<file path="src/rtl/bus_select_decoder.sv">
// Bus select decoder: turns a request (driver index + window length) into a registered
// one-hot select on DecoderOut. Each window is followed by GAP_CYCLES all-zero dead cycles,
// so two drivers are never selected in the same cycle.
//
// Ports:
//   clk         rising-edge clock
//   clr         asynchronous active-low reset
//   dec_valid   request strobe
//   dec_ready   high in IDLE only; a request is taken when valid & ready & !abort
//   dec_code    driver index 0..31
//   dec_hold    drive-window length in cycles (0 behaves as 1)
//   dec_abort   end the current window early (no done pulse); blocks acceptance in IDLE
//   DecoderOut  registered one-hot driver select, zero outside DRIVE
//   dec_busy    high whenever the state is not IDLE
//   dec_done    one-cycle pulse in the first GAP cycle after a normally completed window
module bus_select_decoder #(
  parameter int unsigned GAP_CYCLES = 1
) (
  input  logic        clk,
  input  logic        clr,
  input  logic        dec_valid,
  output logic        dec_ready,
  input  logic [4:0]  dec_code,
  input  logic [3:0]  dec_hold,
  input  logic        dec_abort,
  output logic [31:0] DecoderOut,
  output logic        dec_busy,
  output logic        dec_done
);

  localparam logic [2:0] GapInit = 3'(GAP_CYCLES);

  typedef enum logic [1:0] {
    StIdle  = 2'b00,
    StDrive = 2'b01,
    StGap   = 2'b10
  } state_e;

  state_e      state_q, state_d;
  logic [4:0]  code_q, code_d;
  logic [3:0]  hold_q, hold_d;
  logic [2:0]  gap_q, gap_d;
  logic [31:0] out_q, out_d;
  logic        done_q, done_d;

  always_comb begin
    state_d = state_q;
    code_d  = code_q;
    hold_d  = hold_q;
    gap_d   = gap_q;
    out_d   = out_q;
    done_d  = 1'b0;

    unique case (state_q)
      StIdle: begin
        out_d = 32'h0;
        if (dec_valid && !dec_abort) begin
          state_d = StDrive;
          code_d  = dec_code;
          hold_d  = (dec_hold == 4'd0) ? 4'd1 : dec_hold;
          out_d   = 32'd1 << dec_code;
        end
      end
      StDrive: begin
        // hold_q counts DRIVE cycles still to run, including the current one.
        if (dec_abort || hold_q <= 4'd1) begin
          state_d = StGap;
          hold_d  = 4'd0;
          gap_d   = GapInit;
          out_d   = 32'h0;
          done_d  = !dec_abort;
        end else begin
          hold_d = hold_q - 4'd1;
          out_d  = 32'd1 << code_q;
        end
      end
      StGap: begin
        out_d = 32'h0;
        if (gap_q <= 3'd1) begin
          state_d = StIdle;
          gap_d   = 3'd0;
        end else begin
          gap_d = gap_q - 3'd1;
        end
      end
      default: begin
        state_d = StIdle;
        out_d   = 32'h0;
      end
    endcase
  end

  always_ff @(posedge clk or negedge clr) begin
    if (!clr) begin
      state_q <= StIdle;
      code_q  <= 5'd0;
      hold_q  <= 4'd0;
      gap_q   <= 3'd0;
      out_q   <= 32'h0;
      done_q  <= 1'b0;
    end else begin
      state_q <= state_d;
      code_q  <= code_d;
      hold_q  <= hold_d;
      gap_q   <= gap_d;
      out_q   <= out_d;
      done_q  <= done_d;
    end
  end

  assign dec_ready  = (state_q == StIdle);
  assign dec_busy   = (state_q != StIdle);
  assign DecoderOut = out_q;
  assign dec_done   = done_q;

endmodule

</file>
<file path="config.mk">
export PLATFORM = sky130hd
export DESIGN_NAME = bus_select_decoder
export DESIGN_NICKNAME = d
export VERILOG_FILES = /design/src/rtl/bus_select_decoder.sv
export SDC_FILE = /design/constraint.sdc
export NUM_CORES = 1
export LEC_CHECK = 0
export CORE_ASPECT_RATIO = 0.8
export CORE_UTILIZATION = 52
export CTS_CLUSTER_SIZE = 10
export DETAILED_ROUTE_END_ITERATION = 12
export HOLD_SLACK_MARGIN = 0.1
export PLACE_DENSITY = 0.86
export REMOVE_ABC_BUFFERS = 1
export SKIP_LAST_GASP = 1
export SLEW_MARGIN = 20
export SYNTH_ARGS = -nofsm -noshare
export SYNTH_HDL_FRONTEND = slang
export SYNTH_SLANG_ARGS = --single-unit
export TNS_END_PERCENT = 50
</file>
<file path="constraint.sdc">
create_clock -name clk -period 4.05 [get_ports clk]
set_input_delay 0.81 -clock clk [delete_from_list [all_inputs] [get_ports clk]]
set_output_delay 0.81 -clock clk [all_outputs]
set_load 0.05 [all_outputs]
</file>
---- Word level (Yosys, flattened, before mapping) ----
Index checks and enable logic that the tools add are counted.
cells by class
  add/subtract/negate cells ............... 2
  $lt $le $gt $ge ......................... 2
  equal/unequal tests ..................... 5
  shift operators ......................... 2
  muxes and demuxes ....................... 16
  reduce and logical (&&, ||, !) cells .... 12
operators with widths
  operator              number
  $mux 32               2
  $pmux 32 s2           1
  $shl 1x5->32 const A  2
  $mux 4                3
  $pmux 4 s2            1
  $mux 2                3
  $mux 3                2
  $pmux 2 s3            1
  $pmux 3 s2            1
  $reduce_and 2->1      3
  $reduce_bool 2->1     3
  $le 4x1->1 const B    1
  $logic_not 4->1       1
  $ne 2x2->1 const B    2
  $sub 4x1->4 const B   1
  $le 3x1->1 const B    1
  $reduce_and 3->1      1
  $sub 3x1->3 const B   1
  $eq 2x1->1 const B    1
  $eq 2x2->1 const B    1
  $logic_not 2->1       1
  $mux 1                2
  $ne 2x1->1 const B    1
  $logic_and 1x1->1     1
  2 further kinds       2
word-level totals
  bits in registers ....................... 47
  bits of input ports ..................... 13
  output and inout port bits .............. 35
  word-level logic and storage cells ...... 45

---- Logic depth before layout (Yosys ltp) ----
  word-level depth ........................ 4
  depth in mapped cells ................... 7
  depth with buffers taken out ............ 6

---- Worst setup path before layout ----
Ideal clock, no wire load.
  kind .................................... input-to-reg
  start point ............................. input port dec_abort
  end point ............................... register out_q[11] (netlist: DecoderOut[11])
  library setup time ...................... 83 ps
  data arrival time ....................... 2008 ps
  required time ........................... 3967 ps
  slack ................................... 1958 ps
  stages .................................. 5
  buffers on the path ..................... 1
  cells stage by stage .................... or3b_1 -> a21o_1 -> or3_1 -> buf_2 -> o22ai_1
on the way
  cells in the longest elaborated chain, start to end .. 4
  elaborated cells on any way between the ends .. 6
  those cells by class .................... 3 x mux; 3 x reduce/logical
RTL lines
  element               RTL line  source
  start, declared       25        input logic dec_abort,
  $logic_not 1->1       57        if (dec_valid && !dec_abort) begin
  $logic_and 1x1->1     57
  $mux 32               57
  $pmux 32 s2 (*)       54        unique case (state_q)
  net out_d[11]         43        logic [31:0] out_q, out_d;
  end signal, assigned  106       out_q <= out_d;
  end, declared         43
Mark *: on every way through the listed nets, which the timed path passes. The rest lies on a longest branch.
A chain may end at the register's enable or synchronous reset.

---- Final worst setup path ----
  start point ............................. register state_q[1]
  end point ............................... output port dec_ready
on the way
  cells in the longest elaborated chain, start to end .. 1
RTL lines
  element                 RTL line  source
  start, declared         39        state_e state_q, state_d;
  start signal, assigned  95        state_q <= StIdle;
  start signal, assigned  102       state_q <= state_d;
  $logic_not 2->1         111       assign dec_ready = (state_q == StIdle);
  end, declared           22        output logic dec_ready,
Every way passes these cells.

==> summary.txt <==
Status
  • Status: complete, no violations

Layout
  • Diodes inserted: 0
  • Area growth syn-to-layout: 30.8%
  • Most common cell after layout, fill and taps aside: dfrtp_1
  • Fin nets: about 240
  • Most frequent cells in the layout: dfrtp_1 (47), clkdlybuf4s50_1 (46), o22ai_1 (32), nand2_1 (11), inv_1 (9)
  • Post-route cell area: 0.00254 sq mm
  • # fillers: ~230
  • Share of cells above drive strength 1: 0.0955

Clocking
  • Root Driver: clkbuf_8
  • Reg clk slew, reported paths: ~0.090 ns
  • Hold_buf cts: 0
  • Clock buffer count from CTS: 5
  • Post-CTS setup buffer count: 0
  • Clk sink count: between 40 and 50
  • Clock buffer depth: 2
  • Skew-Pair Late Insertion Delay: roughly 0.3 ns
  • H-tree depth: 2
  • Post-CTS sizing: 0
  • CTS tree: done

Timing
  • TNS Setup: 0 ns
  • # setup viols final: 0
  • Period utilization: 0.683
  • Final Hold Fails: 0
  • Max Fclk: between 0.3 and 0.4 GHz
  • RSZ-0062 raised after global routing: no
  • Worst-Margin Slew: ~0.72 ns
  • Relative slew slack: 0.521
  • Max Slew Vio Count: 0
  • Fin crit period: between 2 and 3 ns
  • Clock skew: a little over 0.009 ns

Synthesis
  • Mapped cell area: roughly 0.0019 sq mm
  • Synth cell types: 32
  • Synth Register Bits: between 40 and 50
  • Gate Count Post-Synth: 170
  • Sequential-to-total area share from yosys stat: 0.606
  • Top FF cell, synth: dfrtp_1
  • Synth warnings: 0
  • Mean Syn Cell Area: ~11 sq um
  • Asr flop ratio synth: 1.00
  • Post-synth EDFFs: 0

Die
  • Row count: 19
  • DIE AREA: approximately 0.0040 sq mm
  • Effective utilization at floorplan: 0.555
  • Io pins: 48
  • Die H: around 57 um
  • Core area: roughly 0.0035 sq mm
  • Die Wd: 70.3 um

Flow run
  • # Max-Cap Violations: 0

Setup path
  • Setup CP Type: flop to output pin
  • CP Capture Type: output pin
  • Critical Path Start Type: flop
  • Flop2flop setup slack: 2.01 ns
  • Crit-path max FO: 6
  • Critical Path AT: 1.96 ns
  • Reg2Reg Capture Point: DecoderOut[25]
  • Reg2Reg Depth: 6
  • Worst path required time: between 3 and 4 ns
  • Worst r2r src: hold_q[0]

Detailed routing
  • Via/cell ratio: around 6.1
  • Vias: between 1500 and 2000
  • DRC errors left: 0
  • Routed wire per std cell: approximately 17 um
  • Remaining antenna violation count: 0
  • DR iter-0 viols: 219
  • WL final: around 4.5 mm
  • 1st-pass router iterations: 6

Place
  • DP Area: 0.00244 sq mm
  • PortBufs: 47
  • Gpl congestion: ~0.86
  • Hpwl dp: ~3.3 mm

GRT
  • First-pass GRT wire length: approximately 7.1 mm
  • Antenna violations before repair: 0
  • Vias in the first global route: 1513
  • GRT Util Overall: 0.236
  • Total grt overflow: 0
  • Largest net degree at the start of global routing: 48

Power and ir drop
  • Worst ir drop on vdd: 0.379 mV
  • Pwr Total: 1.30 mW
  • P_leak: between 1 and 1.5 nW
  • Power density over the cells: 513 mW/mm^2

Min path
  • Worst min path class: input port to async pin
[worst max-delay path, cell delays in order (launching register included)]
cell,delay [ns]
dfrtp_1,0.45
or2_2,0.35
inv_1,0.06
clkdlybuf4s50_1,0.79
[layout make-up]
| cell class | count | area (sq um) | area share |
|---|---|---|---|
| clock inverters | 2 | 16.3 | 0.00641 |
| flip-flops and latches | 47 | 1180 | 0.463 |
| inverters | 9 | 33.8 | 0.0133 |
| multi-input cells | 109 | 709 | 0.279 |
| well taps | 42 | 52.6 | 0.0207 |
| clock buffers | 6 | 82.6 | 0.0325 |
| repair buffers | 47 | 468 | 0.184 |
[worst max path at each step]
stage | cells past startpoint | endpoint | slack [ns] | from
finish | 3 | dec_ready | 1.28 | state_q[1]
global route | 3 | dec_ready | 1.22 | state_q[1]
CTS | 3 | dec_ready | 1.28 | state_q[1]
detailed placement | 5 | DecoderOut[25] | 1.31 | dec_abort
global placement | 5 | DecoderOut[26] | 1.39 | dec_abort
floorplan | 4 | DecoderOut[11] | 1.97 | dec_abort
[stage by stage]
step | hold slack, ns | util | setup WS (ns) | cells
floorplan | 0.478 | - | 1.97 | 165
global placement | 0.494 | 0.697 | 1.39 | 254
detailed placement | 0.506 | 0.697 | 1.31 | 254
CTS | 0.518 | 0.726 | 1.28 | 262
global route | 0.549 | 0.726 | 1.22 | 262
finish | 0.488 | 0.726 | 1.28 | 262
[power breakdown]
group,internal [mW],switching (mW)
Clock,0.139,0.160
Sequential,0.531,0.0814
Combinational,0.157,0.235
Total,0.827,0.477
[Yosys cell counts, types with 3 or more instances]
| cell | instances | area (sq um) |
|---|---|---|
| nand2_1 | 11 | 41.3 |
| nor3_1 | 3 | 15.0 |
| ha_1 | 3 | 37.5 |
| nand2b_1 | 5 | 31.3 |
| dfrtp_1 | 47 | 1180 |
| inv_1 | 9 | 33.8 |
| or2_2 | 3 | 18.8 |
| nand3b_1 | 4 | 30.0 |
| o21ai_0 | 4 | 20.0 |
| a21oi_1 | 5 | 25.0 |
| nand3_1 | 5 | 25.0 |
| o22ai_1 | 32 | 200 |
| or3_1 | 4 | 25.0 |
| nor2_1 | 5 | 18.8 |
| mux2_2 | 4 | 45.0 |
| buf_1 | 3 | 11.3 |
[per-layer routing]
metal / vias to the layer above / GRT usage / wire, um
met5: - / 0 / 0
met3: 9 / 0.0610 / 407
li1: 729 / - / -
met1: 779 / 0.311 / 1800
met2: 84 / 0.390 / 2220
met4: 0 / 0.0657 / 60
[state kept, by name, summed over array words and instances, names as in the netlist]
| signal | count |
|---|---|
| DecoderOut | 32 |
| code_q | 5 |
| hold_q | 4 |
| gap_q | 3 |
| state_q | 2 |
| dec_done | 1 |
[logic make-up (layout without fill, tap and decap cells)]
group	count (synthesis)	count (layout)	synth area share
AO/OA/AOI/OAI	54	54	0.182
AND/OR/NAND/NOR	48	48	0.141
flip-flops	47	47	0.606
buffers and inverters	14	64	0.0284
multiplexers	4	4	0.0232
adder cells (fa/ha/maj)	3	3	0.0193
Power figures use the tool's default switching activity.
